$ cat src/rtl/egress_reader.sv
// Read-side consumer for the two destination FIFOs: round-robin pop generation,
// word capture onto one egress port, and tag/sequence checking per destination.
module egress_reader #(
   parameter int DATA_W = 6,
   parameter int CNT_W  = 8
) (
   input  logic              clk,
   input  logic              reset,
   input  logic              enable,
   input  logic              empty_D0,
   input  logic              empty_D1,
   input  logic [DATA_W-1:0] data_out0,
   input  logic [DATA_W-1:0] data_out1,
   output logic              pop_D0,
   output logic              pop_D1,
   output logic [DATA_W-1:0] data_rx,
   output logic              valid_rx,
   output logic              dest_rx,
   output logic [CNT_W-1:0]  rx_count0,
   output logic [CNT_W-1:0]  rx_count1,
   output logic [CNT_W-1:0]  err_count,
   output logic              error_rx,
   output logic              idle_rd
);

   typedef enum logic [1:0] {IDLE, RUN, STOP} state_t;

   state_t            state, state_nx;
   logic              pop0_nx, pop1_nx, idle_nx;
   logic              elig0, elig1, in_flight;
   logic              last_grant;
   logic [3:0]        exp_seq0, exp_seq1;
   logic [DATA_W-1:0] word;
   logic [3:0]        exp_sel;
   logic              sel, word_bad;

   // A FIFO popped last cycle still shows a stale empty flag, so skip it once.
   assign elig0     = !empty_D0 && !pop_D0;
   assign elig1     = !empty_D1 && !pop_D1;
   assign in_flight = pop_D0 || pop_D1;

   assign sel      = pop_D1;
   assign word     = pop_D1 ? data_out1 : data_out0;
   assign exp_sel  = pop_D1 ? exp_seq1 : exp_seq0;
   assign word_bad = (word[4] != sel) || (word[3:0] != exp_sel);

   always_comb begin
      state_nx = state;
      pop0_nx  = 1'b0;
      pop1_nx  = 1'b0;
      case (state)
         IDLE: if (enable) state_nx = RUN;
         RUN: begin
            if (!enable) begin
               state_nx = STOP;
            end else if (elig0 && elig1) begin
               if (last_grant) pop0_nx = 1'b1;
               else            pop1_nx = 1'b1;
            end else if (elig0) begin
               pop0_nx = 1'b1;
            end else if (elig1) begin
               pop1_nx = 1'b1;
            end
         end
         STOP: if (!in_flight) state_nx = IDLE;
         default: state_nx = IDLE;
      endcase
      idle_nx = (state_nx == IDLE) ||
                ((state_nx == RUN) && !pop0_nx && !pop1_nx && !in_flight &&
                 empty_D0 && empty_D1);
   end

   always_ff @(posedge clk or negedge reset) begin
      if (!reset) begin
         state      <= IDLE;
         pop_D0     <= 1'b0;
         pop_D1     <= 1'b0;
         idle_rd    <= 1'b1;
         last_grant <= 1'b1;
         exp_seq0   <= '0;
         exp_seq1   <= '0;
         data_rx    <= '0;
         valid_rx   <= 1'b0;
         dest_rx    <= 1'b0;
         rx_count0  <= '0;
         rx_count1  <= '0;
         err_count  <= '0;
         error_rx   <= 1'b0;
      end else begin
         state    <= state_nx;
         pop_D0   <= pop0_nx;
         pop_D1   <= pop1_nx;
         idle_rd  <= idle_nx;
         valid_rx <= in_flight;
         if (pop0_nx)      last_grant <= 1'b0;
         else if (pop1_nx) last_grant <= 1'b1;
         if (in_flight) begin
            data_rx <= word;
            dest_rx <= sel;
            // Expected sequence follows the received word so one gap costs one error.
            if (sel) begin
               rx_count1 <= rx_count1 + CNT_W'(1);
               exp_seq1  <= word[3:0] + 4'd1;
            end else begin
               rx_count0 <= rx_count0 + CNT_W'(1);
               exp_seq0  <= word[3:0] + 4'd1;
            end
            if (word_bad) begin
               error_rx <= 1'b1;
               if (err_count != '1) err_count <= err_count + CNT_W'(1);
            end
         end
      end
   end

endmodule

$ cat config.mk
export PLATFORM = sky130hd
export DESIGN_NAME = egress_reader
export DESIGN_NICKNAME = d
export VERILOG_FILES = /design/src/rtl/egress_reader.sv
export SDC_FILE = /design/constraint.sdc
export NUM_CORES = 1
export LEC_CHECK = 0
export CAP_MARGIN = 5
export CORE_MARGIN = 4
export CORE_UTILIZATION = 30
export DETAILED_ROUTE_END_ITERATION = 10
export HOLD_SLACK_MARGIN = 0.1
export PLACE_DENSITY = 0.54
export SETUP_SLACK_MARGIN = 0.3
export SYNTH_ARGS = -nofsm -noshare
export SYNTH_HDL_FRONTEND = slang
export SYNTH_SLANG_ARGS = --single-unit
$ cat constraint.sdc
create_clock -name clk -period 2.2 [get_ports clk]
set_clock_uncertainty 0.05 [all_clocks]
set_input_delay 0.66 -clock clk [delete_from_list [all_inputs] [get_ports clk]]
set_output_delay 0.66 -clock clk [all_outputs]
set_load 0.02 [all_outputs]
==> summary by stage, run 1 <==
Synthesis
After synthesis the netlist holds a flip-flop and latch count of 47. In this run, distinct cell masters in the synthesized netlist total 37. Of the total synthesized cell area, the portion taken by full adders, half adders and majority gates is 0.0234. The share of the Yosys chip area taken by registers is 0.552. The average cell area after synthesis is 11.2 sq um.

The number of enable-type register cells in the synthesized netlist is 0. The area fraction in compound gates after synthesis came to 0.0808. The post-synthesis share of cell area spent on xor and xnor gates is 0.127. The most used flip-flop cell after synthesis is sky130_fd_sc_hd__dfrtp_1. The Yosys step of the flow raised 0 warnings.

The async set or reset register ratio after synthesis is 1.00. In the synthesized netlist, the number of instances is 190. The post-synthesis share of cell area spent on and, or, nand and nor gates is 0.142. In this run the cell area of the synthesized design comes to roughly 0.0021 sq mm. After synthesis, the largest family of logic cells by area is simple AND/OR/NAND/NOR gates. When the netlist entered floorplanning its net count stood at about 210. Of the post-synthesis cell area, the part taken by muxes is 0.0562.

CTS
The library cell used as clock root buffer is sky130_fd_sc_hd__clkbuf_8. The clock passes through at most 2 buffers. The total number of H-tree levels is 2. The sink count of the clock tree is 47. The clock reaches the later pin of the worst-skew pair after 0.30 ns.

The TritonCTS clock tree is yes. Clock tree synthesis inserted a total of 5 buffers. Clock-pin slew was measured on the worst setup and hold paths at around 0.090 ns.

Floorplan
From bottom edge to top edge, the die measures ~92 um. The total area inside the core boundary comes to 0.00687 sq mm. The starting density of the core is 0.311.

Measured along the x axis, the die boundary spans about 92 um. The die area is roughly 0.0085 sq mm. The number of top-level design ports is between 50 and 60. Row generation in the floorplan step produced 30 rows.

GRT
The first global-routing pass estimated 8.09 mm of wire. The global-route congestion overflow total is 0. The number of antenna violations at the first check in global routing is 0. Across every metal layer, demand over resource in global routing totals 0.120. Entering global routing, the biggest net connects 22 pins.

The number of global-route vias before repair is 1659.

Status
The flow ran to the end, and the final reports show no timing, DRC or antenna violations.

Setup path
Setup slack on the worst reg-to-reg path comes out at 0.33 ns. The launching element of the worst setup path is data_out0[1]. The nature of the critical path endpoint is a flip-flop.

STA classifies the critical path startpoint as an input port. The data required time of the critical path is between 2 and 2.5 ns. In this run the critical register-to-register path is launched from pop_D1. The critical path in this run is classified as input port to flip-flop. The maximum fanout encountered on the critical timing path is 5. For the worst setup path, the data arrival time is around 2.0 ns.

Drt
Before antenna repair, the detailed router went through 4 iterations. The per-cell via count in the routed design is ~4.3. The total DRC errors in the routed layout is 0. The per-cell routed wire length is 12.9 um. The detailed-route via count is 1608. The iteration-0 DRC count of the detailed router is 33. The final layout contains routed wiring with a total length of around 4.8 mm. The count of nets left with antenna violations after detail routing is 0.

Timing
The final count of hold timing violations is 0. The slack of the critical path is slightly below 0.3 ns. At the pin with the least slew margin, the transition time is approximately 0.34 ns. The count of final setup violators is 0. The final-report max-slew violation count is 0. Setup repair after global routing could not meet its margin everywhere.

In the finished design, the share of the clock period the worst path needs comes to 0.868. The relative slew slack is 0.775. The worst path in the final design needs a cycle of roughly 1.9 ns, including I/O delays and setup. For this run, the top clock speed supported by timing is 0.523 GHz.

Placement
Summed over all nets, the half-perimeter wirelength after detailed placement is approximately 3.6 mm. The area of placed instances is a little under 0.003 sq mm. The number of buffers added on ports is 52. The total placed cells including tap cells is ~360. At the placement stage, the worst setup path has a slack of -0.386 ns. The final weighted congestion in routability-driven placement is ~0.75.

Finish
In the final design database the tool counted about 290 nets. Summing all flip-flop and latch instances after layout gives 0.00118 sq mm. Summing all non-filler instances in the final layout gives an area of 0.00302 sq mm.

The layout has about 700 filler cells. The filler-free cell count of the finished design is between 300 and 400. In the final layout, the share of cells above drive strength 1 is 0.208. The area growth from synthesis to layout is 41.5%.

The antenna cell count is 0. The area occupied by multi-input gates is around 940 sq um.

Job
The number of max-capacitance violations reported is 0.

Worst hold path
The path category of the worst min-delay check is input port to asynchronous set/reset pin.

Pwr
The total power is 2780 uW. The analysis attributes to cell leakage a power of 0.00141 uW. The largest vdd supply drop is about 0.66 mV. The ratio of total power to cell area is 920 mW/mm^2.
==> registers in the layout (all words and copies together), names as in the netlist, 2 cells and up <==
register   cells
state          2
exp_seq0       4
rx_count1      8
rx_count0      8
err_count      8
exp_seq1       4
data_rx        6
==> critical path, stage by stage <==
cell and delay, ns:
sky130_fd_sc_hd__buf_8 0.10, sky130_fd_sc_hd__xor2_1 0.13, sky130_fd_sc_hd__or4_4 0.52, sky130_fd_sc_hd__a22oi_4 0.25, sky130_fd_sc_hd__nor2_2 0.08, sky130_fd_sc_hd__mux2_4 0.30
==> layout make-up <==
class,instances,area share
inverter,5,0.00621
timing repair buffer,81,0.226
sequential,47,0.390
clock buffer,6,0.0240
multi-input combinational,133,0.310
tap,96,0.0397
clock inverter,2,0.00414
==> synth_stat cells, types with 4 or more instances <==
cell type / number / area [sq um]
sky130_fd_sc_hd__and3_1: 4 / 25.0
sky130_fd_sc_hd__o21ai_0: 8 / 40.0
sky130_fd_sc_hd__xnor2_1: 14 / 123
sky130_fd_sc_hd__nand3_1: 5 / 25.0
sky130_fd_sc_hd__mux2_2: 4 / 45.0
sky130_fd_sc_hd__nor2_1: 15 / 56.3
sky130_fd_sc_hd__dfrtp_1: 45 / 1130
sky130_fd_sc_hd__nor3_1: 5 / 25.0
sky130_fd_sc_hd__mux2i_1: 6 / 60.1
sky130_fd_sc_hd__a21oi_1: 7 / 35.0
sky130_fd_sc_hd__nand2_1: 17 / 63.8
sky130_fd_sc_hd__nand4_1: 5 / 31.3
sky130_fd_sc_hd__inv_1: 4 / 15.0
sky130_fd_sc_hd__ha_1: 4 / 50.1
sky130_fd_sc_hd__xor2_1: 17 / 149
==> final timing paths <==
| kind | endpoint | depth (start not counted) |
|---|---|---|
| worst max-delay path | err_count[1] | 6 |
| worst min-delay path | exp_seq1[0] | 1 |
| worst max register to register | err_count[1] | 4 |
| worst min register to register | rx_count0[7] | 1 |
| max in group asynchronous | exp_seq0[0] | 2 |
| min in group clk | rx_count0[7] | 1 |
==> power by group <==
| part | internal, uW | total, uW | switching [uW] |
|---|---|---|---|
| registers | 1100 | 1320 | 215 |
| clock network | 223 | 519 | 296 |
| logic | 445 | 943 | 498 |
==> cells in the final DEF (no fill, tap or decap), drive strengths merged, types with 6 or more instances in the layout <==
cell type,synthesis,routed
dfrtp,45,45
xor2,17,17
a21oi,7,7
buf,3,33
clkbuf,2,7
xnor2,14,14
nor2,16,16
dlygate4sd2,0,41
nand2,17,17
mux2i,6,6
o21ai,8,8
==> cell families (layout without fill, tap and decap cells) <==
group | after synthesis | after routing
XOR/XNOR | 31 | 31
flip-flops | 47 | 47
buffers and inverters | 10 | 94
AND/OR/NAND/NOR | 62 | 62
adder cells (fa/ha/maj) | 4 | 4
multiplexers | 11 | 11
AO/OA/AOI/OAI | 25 | 25
==> timing repair <==
action	in CTS	in global routing
resized for setup	61	8
setup endpoints to repair	48	7
pin swaps	6	5
hold buffers	0	0
buffers inserted	6	0
cloned	0	0
==> metrics by stage <==
step,utilization,TNS (ns),hold WS [ns]
after detailed placement,0.426,-3.07,0.415
after global placement,0.426,-2.81,0.411
after floorplan,-,0,0.314
after CTS,0.439,0,0.199
final,0.440,0,0.197
after global routing,0.440,0,0.215
==> per-layer routing <==
metal | up-vias | GRT usage | part of all wire
met5 | - | 0 | 0
met4 | 0 | 0.0334 | 0.011
met3 | 8 | 0.0284 | 0.040
met2 | 38 | 0.190 | 0.45
met1 | 750 | 0.164 | 0.50
li1 | 812 | - | -
Power figures use the tool's default switching activity.
==> run 2: changes to the inputs <==
--- a/constraint.sdc
+++ b/constraint.sdc
@@ -3,3 +3,3 @@
 set_input_delay 0.66 -clock clk [delete_from_list [all_inputs] [get_ports clk]]
 set_output_delay 0.66 -clock clk [all_outputs]
-set_load 0.02 [all_outputs]
+set_load 0.1 [all_outputs]
==> run 2 against run 1 <==
Effect of this change:
- non-clock buffer count shrank 12
- highest routed layer unchanged
- first-iteration DRC count rose by 36%
- via count decreased by 1.2%
- design area is 12% higher
- clock power is 4% higher
- sequential cell count unchanged
- routed wire length is 3.5% lower
- global-route usage shrank 0.46 points
- core utilization up 5.1 points
- fmax increased by 1.6%
- critical path depth is the same
- worst hold slack better by 0.079 ns
==> summary by stage, run 2 (synthesis gave the netlist of run 1 again) <==
Drt
The per-cell routed wire length is approximately 13 um. For this run, design rule violations remaining after detail routing come to 0. For this run, the detailed router's first-pass iteration total came to 4.

The detailed-route via count is between 1500 and 2000. The final wirelength is about 4.6 mm. After detailed routing, the number of vias per cell comes to 4.44. The iteration-0 DRC count of the detailed router is between 40 and 50. The count of nets left with antenna violations after detail routing is 0.

Finish
The largest registers in the layout are err_count (8), rx_count0 (8), rx_count1 (8). The top cell types in the final layout, fill and taps aside, are sky130_fd_sc_hd__dfrtp_1 (36), sky130_fd_sc_hd__buf_12 (36), sky130_fd_sc_hd__xor2_1 (17). Leaving out filler cells and counting taps, the final layout contains 358. The fraction of final layout cells sized beyond drive strength 1 is 0.359. The net count of the finished layout is roughly 280. The filler cell count in the final layout is about 640.

The area growth from synthesis to layout is 57.8%. The antenna cell count is 0.

Pwr
For this design the total switching power over the nets is 2150 uW. The share of total power dissipated in sequential elements is 0.324. The leakage power of the design is about 0.0015 uW. The internal power of the cells is 2290 uW. The share of total power dissipated in combinational logic is 0.555. The clock share of power is 0.121. The ratio of total power to cell area is 1320 mW/mm^2. IR analysis of the VDD net gives a maximum drop of slightly above 1 mV. The proportion of total power due to net switching is 0.485.

Timing
The setup TNS after final layout is 0 ns. Setup slack closes at ~0.32 ns. The minimum period implied by the final worst setup slack is between 1.5 and 2 ns.

The transition at the pin with the smallest max-transition slack is 0.291 ns. The relative slew slack is 0.805. Setup repair after global routing could not meet its margin everywhere. The final-report max-slew violation count is 0. Based on the critical path, the design can be clocked at up to 0.532 GHz. In the finished design, the share of the clock period the worst path needs comes to 0.855. The final count of hold timing violations is 0. Setup violations remaining at the end of the flow were counted as 0.

GRT
Summed over all layers, the global routing overflow is 0. The first-pass GRT wire length is a little under 8 mm. Across every metal layer, demand over resource in global routing totals 0.115. The number of antenna violations at the first check in global routing is 0. The pin count of the biggest net entering global routing is between 40 and 50. The number of global-route vias before repair is 1667.

Setup path
The data arrival at the endpoint of the critical path is about 2 ns. The signal on the critical path passes through buf_6, xor2_1, or4_4, a22oi_4, nor2_2, mux2_4. Together, buffers and inverters on the worst path number 1. The data required time of the critical path is ~2.3 ns. The kind of cell adding the most delay to the critical path is simple AND/OR/NAND/NOR gates. The critical path class is input port to flip-flop. The nature of the critical path endpoint is a flip-flop. The nature of the critical path startpoint is an input port. Among all stages on the critical path, the largest delay is contributed by sky130_fd_sc_hd__or4_4. On the worst path, the slowest cell contributes a delay of between 0.5 and 0.6 ns. The maximum fanout encountered on the critical timing path is 3.

CTS
The library cell used as clock root buffer is sky130_fd_sc_hd__clkbuf_8. CTS saw 47 sinks. At the later pin of the worst-skew pair, clock insertion delay measures around 0.30 ns. The clock transition time at the flip-flop clock pins of the worst setup and hold paths is roughly 0.08 ns. Counting along the longest clock path gives a buffer depth of 2.

The TritonCTS clock tree is yes. The total of hold buffers inserted after clock tree synthesis is 0. Counting the buffers created by CTS gives 5.

The total number of H-tree levels is 2.

Status
The flow ran to the end, and the final reports show no timing, DRC or antenna violations.

Placement
The total placed cells including tap cells is between 300 and 400. The half-perimeter wire length after placement is between 3 and 4 mm. The final weighted congestion in routability-driven placement is roughly 0.78. The count of buffers added on input and output ports is 52. Before CTS, the worst setup slack after placement is -0.361 ns.

Floorplan
In this run the horizontal extent of the chip is 92.4 um. The area of the core is 0.00687 sq mm. The starting density of the core is 0.311. The number of top-level design ports is 53. The number of cell rows is 30. The floorplan step set the die height to approximately 90 um. The floorplan step defined a die boundary enclosing approximately 0.0085 sq mm.

Job
The number of max-capacitance violations reported is 0.

Worst hold path
The path category of the worst min-delay check is input port to asynchronous set/reset pin.
run 2: cell count changes in the layout (fill, tap and decap cells not counted), sizes merged:
| cell | delta |
|---|---|
| clkinvlp | -1 |
| buf | +24 |
| dlygate4sd2 | -35 |
| clkbuf | +1 |
| clkdlybuf4s15 | -1 |
run 2: area by class of cell:
cell class,instances,area [sq um],area share
Clock buffer,7,86.3,0.0256
Clock inverter,1,5.00,0.00148
Inverter,5,18.8,0.00557
Multi-Input combinational cell,133,957,0.284
Sequential cell,47,1190,0.354
Tap cell,96,120,0.0356
Timing Repair Buffer,69,990,0.294
run 2: timing repair:
item / in CTS / in global routing
pin swaps: 8 / 4
endpoints found under the setup margin: 14 / 8
resized for setup: 25 / 8
buffers inserted: 3 / 0
run 2: worst paths after layout:
kind | startpoint | to | slack, ns | cells past startpoint
min in group clk | state[1] | state[0] | 0.43 | 1
setup reg to reg | pop_D1 | err_count[1] | 0.38 | 5
hold / removal | reset | err_count[0] | 0.28 | 2
max in group asynchronous | reset | idle_rd | 1.54 | 2
hold reg to reg | state[1] | state[0] | 0.43 | 1
setup / recovery | data_out0[0] | err_count[1] | 0.32 | 6
run 2: worst reg2reg max path, delay by kind of cell, from the launching register on:
kind,cells,cell delay [ns]
AND/OR/NAND/NOR,2,0.47
flip-flops,1,0.51
AO/OA/AOI/OAI,1,0.22
multiplexers,1,0.29
buffers and inverters,1,0.17
run 2: layer usage:
| metal | GRT usage | routed length [um] | vias to the layer above |
|---|---|---|---|
| met5 | 0 | 0 | - |
| met4 | 0.0371 | 67 | 0 |
| met3 | 0.0341 | 266 | 8 |
| met2 | 0.178 | 2060 | 45 |
| met1 | 0.156 | 2220 | 748 |
| li1 | - | - | 788 |
run 2: power by group through the flow:
stage | Clock [uW] | Combinational (uW) | Sequential, uW
floorplan | 0 | 366 | 2550
detailed placement | 0 | 2460 | 1450
CTS | 560 | 2480 | 1450
global placement | 0 | 2450 | 1460
global route | 594 | 2580 | 1480
finish | 538 | 2470 | 1440
run 2: stage by stage:
stage	hold slack [ns]	util	power, uW	cell area, sq um
after floorplan	0.314	-	2910	2160
after global placement	0.403	0.471	3900	3230
after detailed placement	0.426	0.471	3920	3230
after CTS	0.290	0.489	4490	3360
after global routing	0.300	0.491	4650	3370
final	0.276	0.491	4440	3370
==> run 3: changes to the inputs <==
DONT_BUFFER_PORTS = 1   (was unset)
PLACE_DENSITY = 0.45   (was 0.54)
SLEW_MARGIN = 20   (was unset)
==> run 3 against run 2 <==
Effect of this change:
- final cell count is 6.7% lower
- setup slack improved by 0.026 ns
- combinational power decreased by 17%
- total power down 13%
- register-to-register slack lost 0.02 ns
- die area unchanged
- sequential power down 10%
- sequential share of layout area up 8.5 points
- core utilization decreased by 9.5 points
- sequential cell count is the same
- clock-buffer cell count rose by 1
==> summary by stage, run 3 (synthesis gave the netlist of run 1 again) <==
Pwr
The total power is approximately 3800 uW. The leakage power of the design is approximately 0.0012 uW. The ratio of total power to cell area is ~1400 mW/mm^2.

The largest vdd supply drop is about 0.7 mV.

Drt
The final wirelength is just under 5 mm. The iteration-0 DRC count of the detailed router is 54. The total DRC errors in the routed layout is 0. After detailed routing, the average wire length per cell comes to between 10 and 15 um. The final route contains 1538 vias. The per-cell via count in the routed design is between 4 and 5. The count of nets left with antenna violations after detail routing is 0. Before antenna repair, the detailed router went through 5 iterations.

Floorplan
The area of the core is just under 0.007 sq mm. The die span in x is 92.4 um. For this configuration, the core starts out at a cell density of 0.311. The number of top-level design ports is 53.

The die area is 0.00854 sq mm. The floorplan has 30 rows. The die is 92.4 um tall.

GRT
The first-pass GRT wire length is around 8 mm. The global-route usage over all layers is 0.120. The global-route congestion overflow total is 0. The number of global-route vias before repair is roughly 1500. Entering global routing, the biggest net connects 46 pins. The number of antenna violations at the first check in global routing is 0.

CTS
In this run the number of H-tree levels came out at 2. Buffers inserted during clock tree synthesis total 5. The clock drives 47 sinks. The TritonCTS clock tree is yes.

The clock transition time at the flip-flop clock pins of the worst setup and hold paths is 0.09 ns. The clock insertion delay at the later pin of the skew report is just under 0.3 ns. The library cell used as clock root buffer is sky130_fd_sc_hd__clkbuf_8. In this run the deepest clock path goes through 2 buffers.

Finish
The filler cell count in the final layout is 682. The most common cell after layout, fill and taps aside is sky130_fd_sc_hd__buf_4. In the layout the commonest cells are sky130_fd_sc_hd__buf_4 (40), sky130_fd_sc_hd__dfrtp_1 (36), sky130_fd_sc_hd__nand2_1 (17), sky130_fd_sc_hd__xor2_1 (17), sky130_fd_sc_hd__nor2_1 (15). Of the cells placed in the final design, the portion with a size suffix greater than 1 is 0.303.

In the final design database the tool counted about 260 nets. The post-route cell area is 0.00272 sq mm. From synthesis to final layout, the design area changed by 27.3%. After the flow finishes, the layout carries non-filler instances totaling about 330. The repair_antennas step left the layout with diodes totalling 0. The largest registers in the layout are err_count (8), rx_count0 (8), rx_count1 (8).

Timing
The final-report max-slew violation count was 0. The final count of hold timing violations is 0. Setup repair after global routing left no endpoint under its margin. Setup slack closes at 0.346 ns. Setup violations remaining at the end of the flow were counted as 0.

For the final routed database, the setup TNS stands at 0 ns. The share of the cycle needed by the critical path after routing is 0.843. The smallest clock period supported by the final layout is computed as 1.85 ns. For the pin with the worst max-slew slack, the measured transition is 0.488 ns.

Measured against its own limit, the worst slew margin works out to 0.676. Timing would allow up to 0.539 GHz.

Placement
The final weighted congestion in routability-driven placement is ~0.73. The total placed cells including tap cells is approximately 320. The number of buffers added on ports is 0.

The area of placed instances is between 0.002 and 0.003 sq mm. OpenSTA, run right after detailed placement, puts the worst setup slack at between 0.1 and 0.15 ns. The HPWL after detailed placement is roughly 3.6 mm.

Setup path
The critical path class is flip-flop to output port. The worst setup path is captured at an output port. For the worst setup path, the data required time is about 1.5 ns.

Data on the critical path arrives at its endpoint at about 1.1 ns. Along the worst path, the maximum fanout reaches 1. The nature of the critical path startpoint is a flip-flop.

Status
The flow ran to the end, and the final reports show no timing, DRC or antenna violations.

Worst hold path
The tightest min-delay check is of the input port to asynchronous set/reset pin type.

Job
Across the run, the number of max-cap violations was 0.
run 3: where the power goes:
part           internal [uW]  switching [uW]  total [uW]
logic                    467            1590        2060
clock network            226             271         497
registers               1120             171        1290
total                   1810            2040        3850
run 3: what timing repair did:
item	in CTS	in global routing
cloned	0	0
gates resized for setup	3	2
hold endpoints to repair	45	0
endpoints found under the setup margin	3	9
setup buffers	0	4
hold buffers	1	0
run 3: final cells by class:
| class | instances | area [sq um] | share of cell area |
|---|---|---|---|
| inverter | 5 | 20.0 | 0.00736 |
| multi-input combinational | 133 | 931 | 0.342 |
| clock buffer | 8 | 80.1 | 0.0294 |
| timing repair buffer | 45 | 375 | 0.138 |
| sequential | 47 | 1190 | 0.439 |
| tap | 96 | 120 | 0.0441 |
run 3: final timing paths:
| path | from | to | slack [ns] | cells past startpoint |
|---|---|---|---|---|
| setup / recovery | idle_rd | idle_rd | 0.35 | 0 |
| hold / removal | reset | data_rx[0] | 0.15 | 1 |
| setup reg to reg | pop_D1 | err_count[5] | 0.36 | 5 |
| hold reg to reg | rx_count1[7] | rx_count1[7] | 0.42 | 1 |
| max in group asynchronous | reset | rx_count0[2] | 1.72 | 1 |
| min in group clk | data_out1[0] | exp_seq1[0] | 0.40 | 1 |
run 3: per-layer routing:
metal / global-route usage / vias to the layer above / wire, um
li1: - / 738 / -
met1: 0.158 / 733 / 2220
met2: 0.181 / 59 / 2250
met3: 0.0455 / 8 / 368
met4: 0.0384 / 0 / 70
met5: 0 / - / 0
run 3: metrics by stage:
step | hold WS (ns) | util
floorplan | 0.314 | -
global placement | 0.317 | 0.373
detailed placement | 0.316 | 0.373
CTS | 0.141 | 0.390
global route | 0.127 | 0.396
finish | 0.150 | 0.396
